File: src/rtl/axi_interconnect_width_convert_addrsplit_if.sv
// AXI4 address-channel bundle (AR or AW) shared by the slave and master sides
// of the width-converting address splitter.
interface axi_interconnect_width_convert_addrsplit_if #(
  parameter int unsigned WIDTH_ID    = 4,
  parameter int unsigned WIDTH_ADDR  = 32,
  parameter int unsigned WIDTH_AUSER = 1
);
  localparam int unsigned IW = (WIDTH_ID == 0) ? 1 : WIDTH_ID;
  localparam int unsigned UW = (WIDTH_AUSER == 0) ? 1 : WIDTH_AUSER;

  logic [IW-1:0]         id;
  logic [WIDTH_ADDR-1:0] addr;
  logic [7:0]            len;
  logic [2:0]            size;
  logic [1:0]            burst;
  logic [3:0]            region;
  logic                  lock;
  logic [3:0]            cache;
  logic [2:0]            prot;
  logic [3:0]            qos;
  logic [UW-1:0]         user;
  logic                  valid;
  logic                  ready;

  modport master (
    output id, addr, len, size, burst, region, lock, cache, prot, qos, user, valid,
    input  ready
  );

  modport slave (
    input  id, addr, len, size, burst, region, lock, cache, prot, qos, user, valid,
    output ready
  );
endinterface

File: src/rtl/axi_interconnect_width_convert_addrsplit.sv
// Splits wide-slave AXI4 address requests into narrow-master bursts (4KB / MAX_MLEN
// splitting, WRAP/FIXED to INCR conversion) and queues a per-burst split descriptor.
module axi_interconnect_width_convert_addrsplit #(
  parameter int unsigned WIDTH_ID    = 4,
  parameter int unsigned WIDTH_ADDR  = 32,
  parameter int unsigned WIDTH_SDATA = 128,
  parameter int unsigned WIDTH_MDATA = 32,
  parameter int unsigned WIDTH_AUSER = 1,
  parameter int unsigned MAX_MLEN    = 256,
  parameter int unsigned INFO_DEPTH  = 4
) (
  input  logic clk_sys,
  input  logic rst_n,
  axi_interconnect_width_convert_addrsplit_if.slave  s_a,
  axi_interconnect_width_convert_addrsplit_if.master m_a,
  output logic [7:0] info_len,
  output logic [7:0] info_offset,
  output logic [2:0] info_ratio,
  output logic [2:0] info_reqsize,
  output logic       info_last,
  output logic       info_valid,
  input  logic       info_ready
);
  localparam int unsigned IW    = (WIDTH_ID == 0) ? 1 : WIDTH_ID;
  localparam int unsigned UW    = (WIDTH_AUSER == 0) ? 1 : WIDTH_AUSER;
  localparam int unsigned AW    = WIDTH_ADDR;
  localparam int unsigned MSIZE = $clog2(WIDTH_MDATA / 8);
  localparam int unsigned PW    = $clog2(INFO_DEPTH);
  localparam int unsigned DW    = 23;
  localparam logic [15:0] MAXL  = 16'(MAX_MLEN);
  localparam logic [AW-1:0] MLOW = AW'((2 ** MSIZE) - 1);
  localparam logic [1:0] B_FIXED = 2'd0;
  localparam logic [1:0] B_INCR  = 2'd1;
  localparam logic [1:0] B_WRAP  = 2'd2;

  if (WIDTH_SDATA < WIDTH_MDATA) begin : g_bad_width
    $error("slave data width must not be narrower than master data width");
  end
  if (WIDTH_ADDR < 12) begin : g_bad_addr
    $error("address width must be at least 12");
  end

  typedef enum logic [1:0] {IDLE, CALC, ISSUE} state_t;
  state_t state;

  // master-side registered fields
  logic [IW-1:0] m_id_r;
  logic [AW-1:0] m_addr_r;
  logic [7:0]    m_len_r;
  logic [2:0]    m_size_r;
  logic [1:0]    m_burst_r;
  logic [3:0]    m_region_r;
  logic          m_lock_r;
  logic [3:0]    m_cache_r;
  logic [2:0]    m_prot_r;
  logic [3:0]    m_qos_r;
  logic [UW-1:0] m_user_r;
  logic          s_ready_r;
  logic          last_r;

  // latched request and split-engine state
  logic [7:0]    len_r;
  logic [2:0]    size_r;
  logic [1:0]    burst_r;
  logic [2:0]    ratio_r;
  logic [2:0]    msz_r;
  logic          conv_r;
  logic          pass_r;
  logic [15:0]   rem_r;
  logic [AW-1:0] cur_addr;
  logic          seg_en;
  logic          seg_fix;
  logic [15:0]   seg_rem;
  logic [AW-1:0] jump_addr;

  // request decode from the slave inputs
  logic          s_conv;
  logic [2:0]    s_ratio;
  logic [2:0]    s_msz;
  logic [15:0]   s_rem;
  logic [AW-1:0] wrap_w;
  logic [AW-1:0] wrap_b;
  logic [AW-1:0] wrap_end;
  logic [AW-1:0] addr_mal;
  logic [15:0]   wrap_beats;

  always_comb begin : req_decode
    s_conv     = s_a.size > 3'(MSIZE);
    s_ratio    = s_conv ? (s_a.size - 3'(MSIZE)) : 3'd0;
    s_msz      = s_conv ? 3'(MSIZE) : s_a.size;
    s_rem      = (16'(s_a.len) + 16'd1) << s_ratio;
    wrap_w     = (AW'(s_a.len) + AW'(1)) << s_a.size;
    wrap_b     = s_a.addr & ~(wrap_w - AW'(1));
    wrap_end   = wrap_b + wrap_w;
    addr_mal   = s_a.addr & ~MLOW;
    wrap_beats = 16'((wrap_end - addr_mal) >> MSIZE);
  end

  // next piece: bounded by remaining beats, MAX_MLEN, the 4KB page and the wrap/fixed segment
  logic [AW-1:0] a_al;
  logic [12:0]   to4k;
  logic [15:0]   beats_c;
  logic [AW-1:0] next_addr_c;
  logic          piece_last_c;

  always_comb begin : piece_calc
    a_al    = cur_addr & ~((AW'(1) << msz_r) - AW'(1));
    to4k    = (13'h1000 - {1'b0, a_al[11:0]}) >> msz_r;
    beats_c = rem_r;
    if (MAXL < beats_c) beats_c = MAXL;
    if (16'(to4k) < beats_c) beats_c = 16'(to4k);
    if (seg_en && (seg_rem < beats_c)) beats_c = seg_rem;
    next_addr_c  = a_al + (AW'(beats_c) << msz_r);
    piece_last_c = (rem_r == beats_c);
  end

  // descriptor FIFO
  logic [DW-1:0] mem [INFO_DEPTH];
  logic [PW-1:0] wr_ptr;
  logic [PW-1:0] rd_ptr;
  logic [PW:0]   count;
  logic          fifo_full_c;
  logic          push_c;
  logic          pop_c;
  logic          m_valid_c;

  assign fifo_full_c = (count == (PW+1)'(INFO_DEPTH));
  assign m_valid_c   = (state == ISSUE) && (!fifo_full_c || info_ready);
  assign push_c      = m_valid_c && m_a.ready;
  assign pop_c       = info_ready && (count != '0);

  always_ff @(posedge clk_sys or negedge rst_n) begin : fifo
    if (!rst_n) begin
      wr_ptr <= '0;
      rd_ptr <= '0;
      count  <= '0;
      for (int unsigned i = 0; i < INFO_DEPTH; i++) mem[i] <= '0;
    end else begin
      if (push_c) begin
        mem[wr_ptr] <= {m_len_r, m_addr_r[7:0], ratio_r, size_r, last_r};
        wr_ptr      <= wr_ptr + PW'(1);
      end
      if (pop_c) rd_ptr <= rd_ptr + PW'(1);
      case ({push_c, pop_c})
        2'b10:   count <= count + (PW+1)'(1);
        2'b01:   count <= count - (PW+1)'(1);
        default: count <= count;
      endcase
    end
  end

  assign {info_len, info_offset, info_ratio, info_reqsize, info_last} = mem[rd_ptr];
  assign info_valid = (count != '0);

  always_ff @(posedge clk_sys or negedge rst_n) begin : fsm
    if (!rst_n) begin
      state      <= IDLE;
      s_ready_r  <= 1'b0;
      last_r     <= 1'b0;
      m_id_r     <= '0;
      m_addr_r   <= '0;
      m_len_r    <= '0;
      m_size_r   <= '0;
      m_burst_r  <= '0;
      m_region_r <= '0;
      m_lock_r   <= 1'b0;
      m_cache_r  <= '0;
      m_prot_r   <= '0;
      m_qos_r    <= '0;
      m_user_r   <= '0;
      len_r      <= '0;
      size_r     <= '0;
      burst_r    <= '0;
      ratio_r    <= '0;
      msz_r      <= '0;
      conv_r     <= 1'b0;
      pass_r     <= 1'b0;
      rem_r      <= '0;
      cur_addr   <= '0;
      seg_en     <= 1'b0;
      seg_fix    <= 1'b0;
      seg_rem    <= '0;
      jump_addr  <= '0;
    end else begin
      case (state)
        IDLE: begin
          if (s_ready_r && s_a.valid) begin
            s_ready_r  <= 1'b0;
            m_id_r     <= s_a.id;
            m_region_r <= s_a.region;
            m_lock_r   <= s_a.lock;
            m_cache_r  <= s_a.cache;
            m_prot_r   <= s_a.prot;
            m_qos_r    <= s_a.qos;
            m_user_r   <= s_a.user;
            m_size_r   <= s_msz;
            len_r      <= s_a.len;
            size_r     <= s_a.size;
            burst_r    <= s_a.burst;
            ratio_r    <= s_ratio;
            msz_r      <= s_msz;
            conv_r     <= s_conv;
            pass_r     <= !s_conv && (s_a.burst != B_INCR);
            rem_r      <= s_rem;
            cur_addr   <= s_a.addr;
            // FIXED repeats one slave beat; WRAP jumps to the window base once
            seg_en     <= s_conv && ((s_a.burst == B_FIXED) || (s_a.burst == B_WRAP));
            seg_fix    <= s_conv && (s_a.burst == B_FIXED);
            seg_rem    <= (s_a.burst == B_WRAP) ? wrap_beats : (16'd1 << s_ratio);
            jump_addr  <= (s_a.burst == B_WRAP) ? wrap_b : s_a.addr;
            state      <= CALC;
          end else begin
            s_ready_r <= 1'b1;
          end
        end
        CALC: begin
          m_addr_r <= cur_addr;
          if (pass_r) begin
            m_len_r   <= len_r;
            m_burst_r <= burst_r;
            last_r    <= 1'b1;
          end else begin
            m_len_r   <= 8'(beats_c - 16'd1);
            m_burst_r <= conv_r ? B_INCR : burst_r;
            last_r    <= piece_last_c;
            rem_r     <= rem_r - beats_c;
            if (seg_en && (seg_rem == beats_c)) begin
              cur_addr <= jump_addr;
              seg_en   <= seg_fix;
              seg_rem  <= 16'd1 << ratio_r;
            end else begin
              cur_addr <= next_addr_c;
              seg_rem  <= seg_rem - beats_c;
            end
          end
          state <= ISSUE;
        end
        ISSUE: begin
          if (push_c) begin
            if (last_r) begin
              state     <= IDLE;
              s_ready_r <= 1'b1;
            end else begin
              state <= CALC;
            end
          end
        end
        default: state <= IDLE;
      endcase
    end
  end

  assign s_a.ready  = s_ready_r;
  assign m_a.valid  = m_valid_c;
  assign m_a.id     = m_id_r;
  assign m_a.addr   = m_addr_r;
  assign m_a.len    = m_len_r;
  assign m_a.size   = m_size_r;
  assign m_a.burst  = m_burst_r;
  assign m_a.region = m_region_r;
  assign m_a.lock   = m_lock_r;
  assign m_a.cache  = m_cache_r;
  assign m_a.prot   = m_prot_r;
  assign m_a.qos    = m_qos_r;
  assign m_a.user   = m_user_r;
endmodule

File: src/flat_wrapper.sv
// flat-port wrapper written by rule: the top's interface ports become plain ports
module axi_interconnect_width_convert_addrsplit_flat 
#(
  parameter int unsigned WIDTH_ID    = 4,
  parameter int unsigned WIDTH_ADDR  = 32,
  parameter int unsigned WIDTH_SDATA = 128,
  parameter int unsigned WIDTH_MDATA = 32,
  parameter int unsigned WIDTH_AUSER = 1,
  parameter int unsigned MAX_MLEN    = 256,
  parameter int unsigned INFO_DEPTH  = 4
)
  (clk_sys, rst_n, info_len, info_offset, info_ratio, info_reqsize, info_last, info_valid, info_ready, s_a_id, s_a_addr, s_a_len, s_a_size, s_a_burst, s_a_region, s_a_lock, s_a_cache, s_a_prot, s_a_qos, s_a_user, s_a_valid, s_a_ready, m_a_id, m_a_addr, m_a_len, m_a_size, m_a_burst, m_a_region, m_a_lock, m_a_cache, m_a_prot, m_a_qos, m_a_user, m_a_valid, m_a_ready);
  axi_interconnect_width_convert_addrsplit_if #(.WIDTH_ID(WIDTH_ID), .WIDTH_ADDR(WIDTH_ADDR), .WIDTH_AUSER(WIDTH_AUSER)) s_a_i ();
  axi_interconnect_width_convert_addrsplit_if #(.WIDTH_ID(WIDTH_ID), .WIDTH_ADDR(WIDTH_ADDR), .WIDTH_AUSER(WIDTH_AUSER)) m_a_i ();
  input  logic clk_sys;
  input  logic rst_n;
  output logic [7:0] info_len;
  output logic [7:0] info_offset;
  output logic [2:0] info_ratio;
  output logic [2:0] info_reqsize;
  output logic info_last;
  output logic info_valid;
  input  logic info_ready;
  input wire logic [$bits(s_a_i.id)-1:0] s_a_id;
  input wire logic [$bits(s_a_i.addr)-1:0] s_a_addr;
  input wire logic [$bits(s_a_i.len)-1:0] s_a_len;
  input wire logic [$bits(s_a_i.size)-1:0] s_a_size;
  input wire logic [$bits(s_a_i.burst)-1:0] s_a_burst;
  input wire logic [$bits(s_a_i.region)-1:0] s_a_region;
  input wire logic [$bits(s_a_i.lock)-1:0] s_a_lock;
  input wire logic [$bits(s_a_i.cache)-1:0] s_a_cache;
  input wire logic [$bits(s_a_i.prot)-1:0] s_a_prot;
  input wire logic [$bits(s_a_i.qos)-1:0] s_a_qos;
  input wire logic [$bits(s_a_i.user)-1:0] s_a_user;
  input wire logic [$bits(s_a_i.valid)-1:0] s_a_valid;
  output wire logic [$bits(s_a_i.ready)-1:0] s_a_ready;
  output wire logic [$bits(m_a_i.id)-1:0] m_a_id;
  output wire logic [$bits(m_a_i.addr)-1:0] m_a_addr;
  output wire logic [$bits(m_a_i.len)-1:0] m_a_len;
  output wire logic [$bits(m_a_i.size)-1:0] m_a_size;
  output wire logic [$bits(m_a_i.burst)-1:0] m_a_burst;
  output wire logic [$bits(m_a_i.region)-1:0] m_a_region;
  output wire logic [$bits(m_a_i.lock)-1:0] m_a_lock;
  output wire logic [$bits(m_a_i.cache)-1:0] m_a_cache;
  output wire logic [$bits(m_a_i.prot)-1:0] m_a_prot;
  output wire logic [$bits(m_a_i.qos)-1:0] m_a_qos;
  output wire logic [$bits(m_a_i.user)-1:0] m_a_user;
  output wire logic [$bits(m_a_i.valid)-1:0] m_a_valid;
  input wire logic [$bits(m_a_i.ready)-1:0] m_a_ready;
  assign s_a_i.id = s_a_id;
  assign s_a_i.addr = s_a_addr;
  assign s_a_i.len = s_a_len;
  assign s_a_i.size = s_a_size;
  assign s_a_i.burst = s_a_burst;
  assign s_a_i.region = s_a_region;
  assign s_a_i.lock = s_a_lock;
  assign s_a_i.cache = s_a_cache;
  assign s_a_i.prot = s_a_prot;
  assign s_a_i.qos = s_a_qos;
  assign s_a_i.user = s_a_user;
  assign s_a_i.valid = s_a_valid;
  assign s_a_ready = s_a_i.ready;
  assign m_a_id = m_a_i.id;
  assign m_a_addr = m_a_i.addr;
  assign m_a_len = m_a_i.len;
  assign m_a_size = m_a_i.size;
  assign m_a_burst = m_a_i.burst;
  assign m_a_region = m_a_i.region;
  assign m_a_lock = m_a_i.lock;
  assign m_a_cache = m_a_i.cache;
  assign m_a_prot = m_a_i.prot;
  assign m_a_qos = m_a_i.qos;
  assign m_a_user = m_a_i.user;
  assign m_a_valid = m_a_i.valid;
  assign m_a_i.ready = m_a_ready;
  axi_interconnect_width_convert_addrsplit #(.WIDTH_ID(WIDTH_ID), .WIDTH_ADDR(WIDTH_ADDR), .WIDTH_SDATA(WIDTH_SDATA), .WIDTH_MDATA(WIDTH_MDATA), .WIDTH_AUSER(WIDTH_AUSER), .MAX_MLEN(MAX_MLEN), .INFO_DEPTH(INFO_DEPTH)) u_core (.clk_sys(clk_sys), .rst_n(rst_n), .s_a(s_a_i), .m_a(m_a_i), .info_len(info_len), .info_offset(info_offset), .info_ratio(info_ratio), .info_reqsize(info_reqsize), .info_last(info_last), .info_valid(info_valid), .info_ready(info_ready));
endmodule
File: config.mk
export PLATFORM = sky130hd
export DESIGN_NAME = axi_interconnect_width_convert_addrsplit_flat
export DESIGN_NICKNAME = d
export VERILOG_FILES = /design/src/rtl/axi_interconnect_width_convert_addrsplit_if.sv /design/src/rtl/axi_interconnect_width_convert_addrsplit.sv /design/src/flat_wrapper.sv
export SDC_FILE = /design/constraint.sdc
export NUM_CORES = 1
export LEC_CHECK = 0
export CAP_MARGIN = 10
export CORE_MARGIN = 5
export CORE_UTILIZATION = 30
export DETAILED_ROUTE_END_ITERATION = 12
export GPL_TIMING_DRIVEN = 0
export PLACE_DENSITY = 0.54
export REMOVE_ABC_BUFFERS = 1
export SETUP_SLACK_MARGIN = 0.3
export SYNTH_ARGS = -nofsm -noshare
export SYNTH_HDL_FRONTEND = slang
export SYNTH_SLANG_ARGS = --single-unit
File: constraint.sdc
create_clock -name clk_sys -period 27.4 [get_ports clk_sys]
set_clock_uncertainty 0.15 [all_clocks]
set_input_delay 6.85 -clock clk_sys [delete_from_list [all_inputs] [get_ports clk_sys]]
set_output_delay 6.85 -clock clk_sys [all_outputs]
set_load 0.01 [all_outputs]
# Word level (Yosys, flattened, before mapping)
# Cells that the tools add are included.
[op_classes]
n_bitwise = 6
reduce_logical = 25
n_eq_ne = 14
shifts = 7
n_lt_le_gt_ge = 7
n_addsub = 16
n_mux = 41
[op_table]
columns = ["op", "n"]
rows = [
  ["16-bit two-way mux", 9],
  ["32-bit two-way mux", 4],
  ["92-bit bitwise mux", 1],
  ["23-bit two-way mux", 3],
  ["32-bit AND", 2],
  ["32-bit inverter", 2],
  ["16-bit one-hot mux with 2 select lines", 2],
  ["32-bit one-hot mux with 2 select lines", 1],
  ["32-bit by 1-bit subtractor with 32-bit output, second input constant", 2],
  ["23-bit binary-select mux with 2-bit select", 1],
  ["23-bit demux with 2-bit select", 1],
  ["32-bit adder", 1],
  ["16-bit equality test", 2],
  ["1-bit by 3-bit left shift with 16-bit output, first input constant", 2],
  ["1-bit by 3-bit left shift with 32-bit output, first input constant", 1],
  ["16-bit by 3-bit left shift with 32-bit output", 1],
  ["9-bit by 3-bit left shift with 32-bit output", 1],
  ["16-bit subtractor", 2],
  ["18-bit adder", 1],
  ["8-bit by 1-bit adder with 9-bit output, second input constant", 2],
  ["18-bit subtractor", 1],
  ["13-bit by 16-bit less-than comparator with 1-bit output", 1],
  ["16-bit less-than comparator", 1],
  ["9-bit by 16-bit less-than comparator with 1-bit output, first input constant", 1],
  ["other kinds (33)", 71],
]
[totals]
regBits = 285
output_inout_bits = 92
word_cells = 149
inputBits = 71

# Longest topological paths before layout
[logic_depth]
ltp_word = 16
mapped_depth = 69
ltp_nobuf = 62

# Worst setup path after synthesis
# OpenSTA, ideal clock, no wires.
[synth_timing]
kind = "input port to output port"
start = "input port info_ready"
end = "output port m_a_valid"
path_slack_ns = 13.217
path_stages = 2
required_ns = 20.400
n_path_buf = 0
arrival_ns = 7.183
cell_sequence = "nor4b_1 -> nor2_1"
[synth_between]
elab_chain_len = 2
[synth_lines]
columns = ["item", "line_no", "rtl"]
rows = [
  ["start, declared", "flat_wrapper.sv:23", "input logic info_ready;"],
  ["1-bit logical OR", "axi_interconnect_width_convert_addrsplit.sv:128", "assign m_valid_c = (state == ISSUE) && (!fifo_full_c || info_ready);"],
  ["1-bit logical AND", "axi_interconnect_width_convert_addrsplit.sv:128", ""],
  ["end, declared", "flat_wrapper.sv:48", "output wire logic [$bits(m_a_i.valid)-1:0] m_a_valid;"],
]
# Every way passes these cells.

==> flow_summary.ini <==
[sta]
min_period_ns = 15.50
fmax_mhz = 64.52
timing.final.crit_share = 0.5657
setup_viol = 0
rsz0062_at_grt = false
fin_tns_setup_ns = 0
max_slew_margin = 0.1725
finalHoldViolations = 0
slew_violations = 0
tightest_slew_ns = 1.238

[clock_network]
cts_tree = built
cts-hold-fix-buffers = 0
cts_made_buffers = 36
cts-root-buf = clkbuf_16
post_cts.repair.setup_buffers = 0
cts_resized = 0
htreeDepth = 2
clock_sinks = 285
worstSkewPairLatency_ns = 0.58
ctsLongestPathBuffers = 3
path_clk_slew_ns = 0.06

[global_route]
antenna_found_initial = 2
grt_pass1_vias = 17078
grt_usage = 0.1758
grt_pass1_wl_um = 100100
grt_max_degree = 113
grt_overflow_total = 0

[floorplanning]
ios = 163
fp.dieW_um = 266.1
die_area_mm2 = 0.07082
die_h_um = 266.1
rows = 94
core_area_mm2 = 0.06539
start_util = 0.3010

[logic_synthesis]
synth_edf_count = 0
async_reset_ff_frac = 1.000
synth.top_cell.area_share = 0.3624
synth_top_area_cell = dfrtp_1
ys_seq_elements = 285
synth.most_common_cell = nand2_1
ys.flop_type = dfrtp_1
synth_area_leaders = dfrtp_1 (36%), nand2_1 (8.1%), o21ai_0 (5.5%)
synth-seq-area-share = 0.3624
syn_area_mm2 = 0.01968
synth.distinct_cells = 102
synthCells = 2287
yosys_warnings = 0
synth_area_per_cell_um2 = 8.605
synth_common_cells = nand2_1 (426), dfrtp_1 (285), o21ai_0 (217)

[pwr]
switchingPower_mw = 1.765
switching_share = 0.4801
intPower_mw = 1.911
power_frac_clock = 0.131
max-vdd-ir-drop_uv = 62.40
leakagePower_nw = 10.19
power_frac_seq = 0.219
power_per_cell_area_mw_per_mm2 = 156.4
combPwrFrac = 0.650

[drt]
drt_iter0_drc = 1360
drcViolationCount = 0
ant_nets = 0
via_count = 17200
viasPerCell = 5.292
wl_per_cell_um = 19.70
drt_wl_total_um = 64020
dr.pass1.iters = 7

[critical_path]
startpoint_type = register
end_kind = register
critical_path_required_ns = 27.72
crit_slowest_cell = dfrtp_1
critical_path_class = reg2reg
cp.arrival_ns = 15.82
path_common_cell = a21oi_1
cp_max_fo = 37
critPathMaxStageDelay_ns = 1.13

[final_layout]
area_growth_pct = 19.42
drive_gt1_frac = 0.1099
layout.nets = 2518
fin_area_mm2 = 0.02350

[placed_design]
dpl_cell_area_mm2 = 0.02226
io_buffer_count = 162
dp_hpwl_um = 46890
gp_congestion = 0.9349

[run]
drv_cap = 0

[min_path]
hold_class = reg2reg

[run_status]
status = finished, final reports clean
-- final timing paths --
kind,from,endpoint,slack (ns),cells after the start
hold / removal,u_core.jump_addr[31],u_core.jump_addr[31],0.32,2
setup / recovery,u_core.m_a.size[2],u_core.cur_addr[29],11.90,55
max in group asynchronous,rst_n,u_core.m_a.region[1],19.49,3
min in group asynchronous,rst_n,u_core.m_a.addr[25],6.13,1
hold reg to reg,u_core.jump_addr[31],u_core.jump_addr[31],0.32,2
setup reg to reg,u_core.m_a.size[2],u_core.cur_addr[29],11.90,55
-- routing by layer --
| metal | wire [um] | GRT usage |
|---|---|---|
| met3 | 3020 | 0.02392 |
| met2 | 31000 | 0.2984 |
| met1 | 27570 | 0.2301 |
| met4 | 2428 | 0.06387 |
| met5 | 0 | 0 |
-- power groups by stage --
stage	registers (mW)	logic, mW	clock network, mW
floorplan	0.779	1.62	0
global placement	0.827	2.28	0
detailed placement	0.822	2.35	0
CTS	0.816	2.37	0.497
global route	0.834	2.63	0.511
finish	0.806	2.39	0.480
-- kinds of logic after synthesis --
logic type,count (synthesis),share of synthesized area
AND/OR/NAND/NOR,819,0.1839
AO/OA/AOI/OAI,592,0.1946
flip-flops,285,0.3624
buffers and inverters,223,0.04406
multiplexers,160,0.1035
XOR/XNOR,110,0.04895
adder cells (fa/ha/maj),97,0.06243
other,1,0.0001905
-- critical path, delay by kind of cell (launching register included) --
| family | cells | cell delay, ns |
|---|---|---|
| AND/OR/NAND/NOR | 18 | 4.21 |
| XOR/XNOR | 2 | 0.26 |
| multiplexers | 1 | 0.33 |
| AO/OA/AOI/OAI | 28 | 7.57 |
| buffers and inverters | 2 | 0.26 |
| flip-flops | 1 | 1.13 |
| adder cells (fa/ha/maj) | 4 | 1.46 |
-- flip-flops by register name, indices dropped and copies added (netlist names), 2 cells and up --
register           flops
u_core.ratio_r         3
u_core.wr_ptr          2
u_core.cur_addr       32
u_core.state           2
u_core.seg_rem        16
u_core.m_a.cache       4
u_core.m_a.len         8
u_core.m_a.burst       2
u_core.m_a.qos         4
u_core.rem_r          16
u_core.m_a.addr       32
u_core.m_a.size        3
u_core.burst_r         2
u_core.m_a.region      4
u_core.jump_addr      32
u_core.count           3
u_core.m_a.id          4
u_core.m_a.prot        3
u_core.mem            92
u_core.size_r          3
u_core.rd_ptr          2
u_core.len_r           8
-- area by class of cell --
| class | instances | area (um2) |
|---|---|---|
| repair buffers | 182 | 2092 |
| clock inverters | 11 | 136.4 |
| multi-input cells | 1784 | 11740 |
| well taps | 864 | 1081 |
| fillers | 6737 | 41890 |
| clock buffers | 52 | 1051 |
| diodes | 2 | 5.005 |
| flip-flops and latches | 285 | 7133 |
| inverters | 70 | 262.8 |
-- layout by cell type (no fill, tap or decap), types with 66 or more instances in the layout --
cell / instances
xnor2_1: 68
nor2_1: 164
ha_1: 84
nand2_1: 425
clkdlybuf4s50_1: 160
dfrtp_1: 284
inv_1: 66
a21oi_1: 121
o21ai_0: 217
mux2_2: 94
-- per-stage QoR --
| stage | power (mW) | util | setup slack (ns) | hold slack [ns] | instances |
|---|---|---|---|---|---|
| 4_1_cts | 3.683 | 0.3585 | 11.18 | 0.3185 | 3246 |
| 5_1_grt | 3.980 | 0.3593 | 10.50 | 0.3474 | 3249 |
| 3_5_place_dp | 3.175 | 0.3404 | 11.27 | 0.3060 | 3183 |
| 6_report | 3.676 | 0.3594 | 11.90 | 0.3151 | 3250 |
| 3_3_place_gp | 3.111 | 0.3333 | 6.521 | 0.3059 | 3165 |
| 2_1_floorplan | 2.400 | - | 13.22 | 0.2893 | 2139 |
No activity file was read; power rests on OpenSTA's default activity.
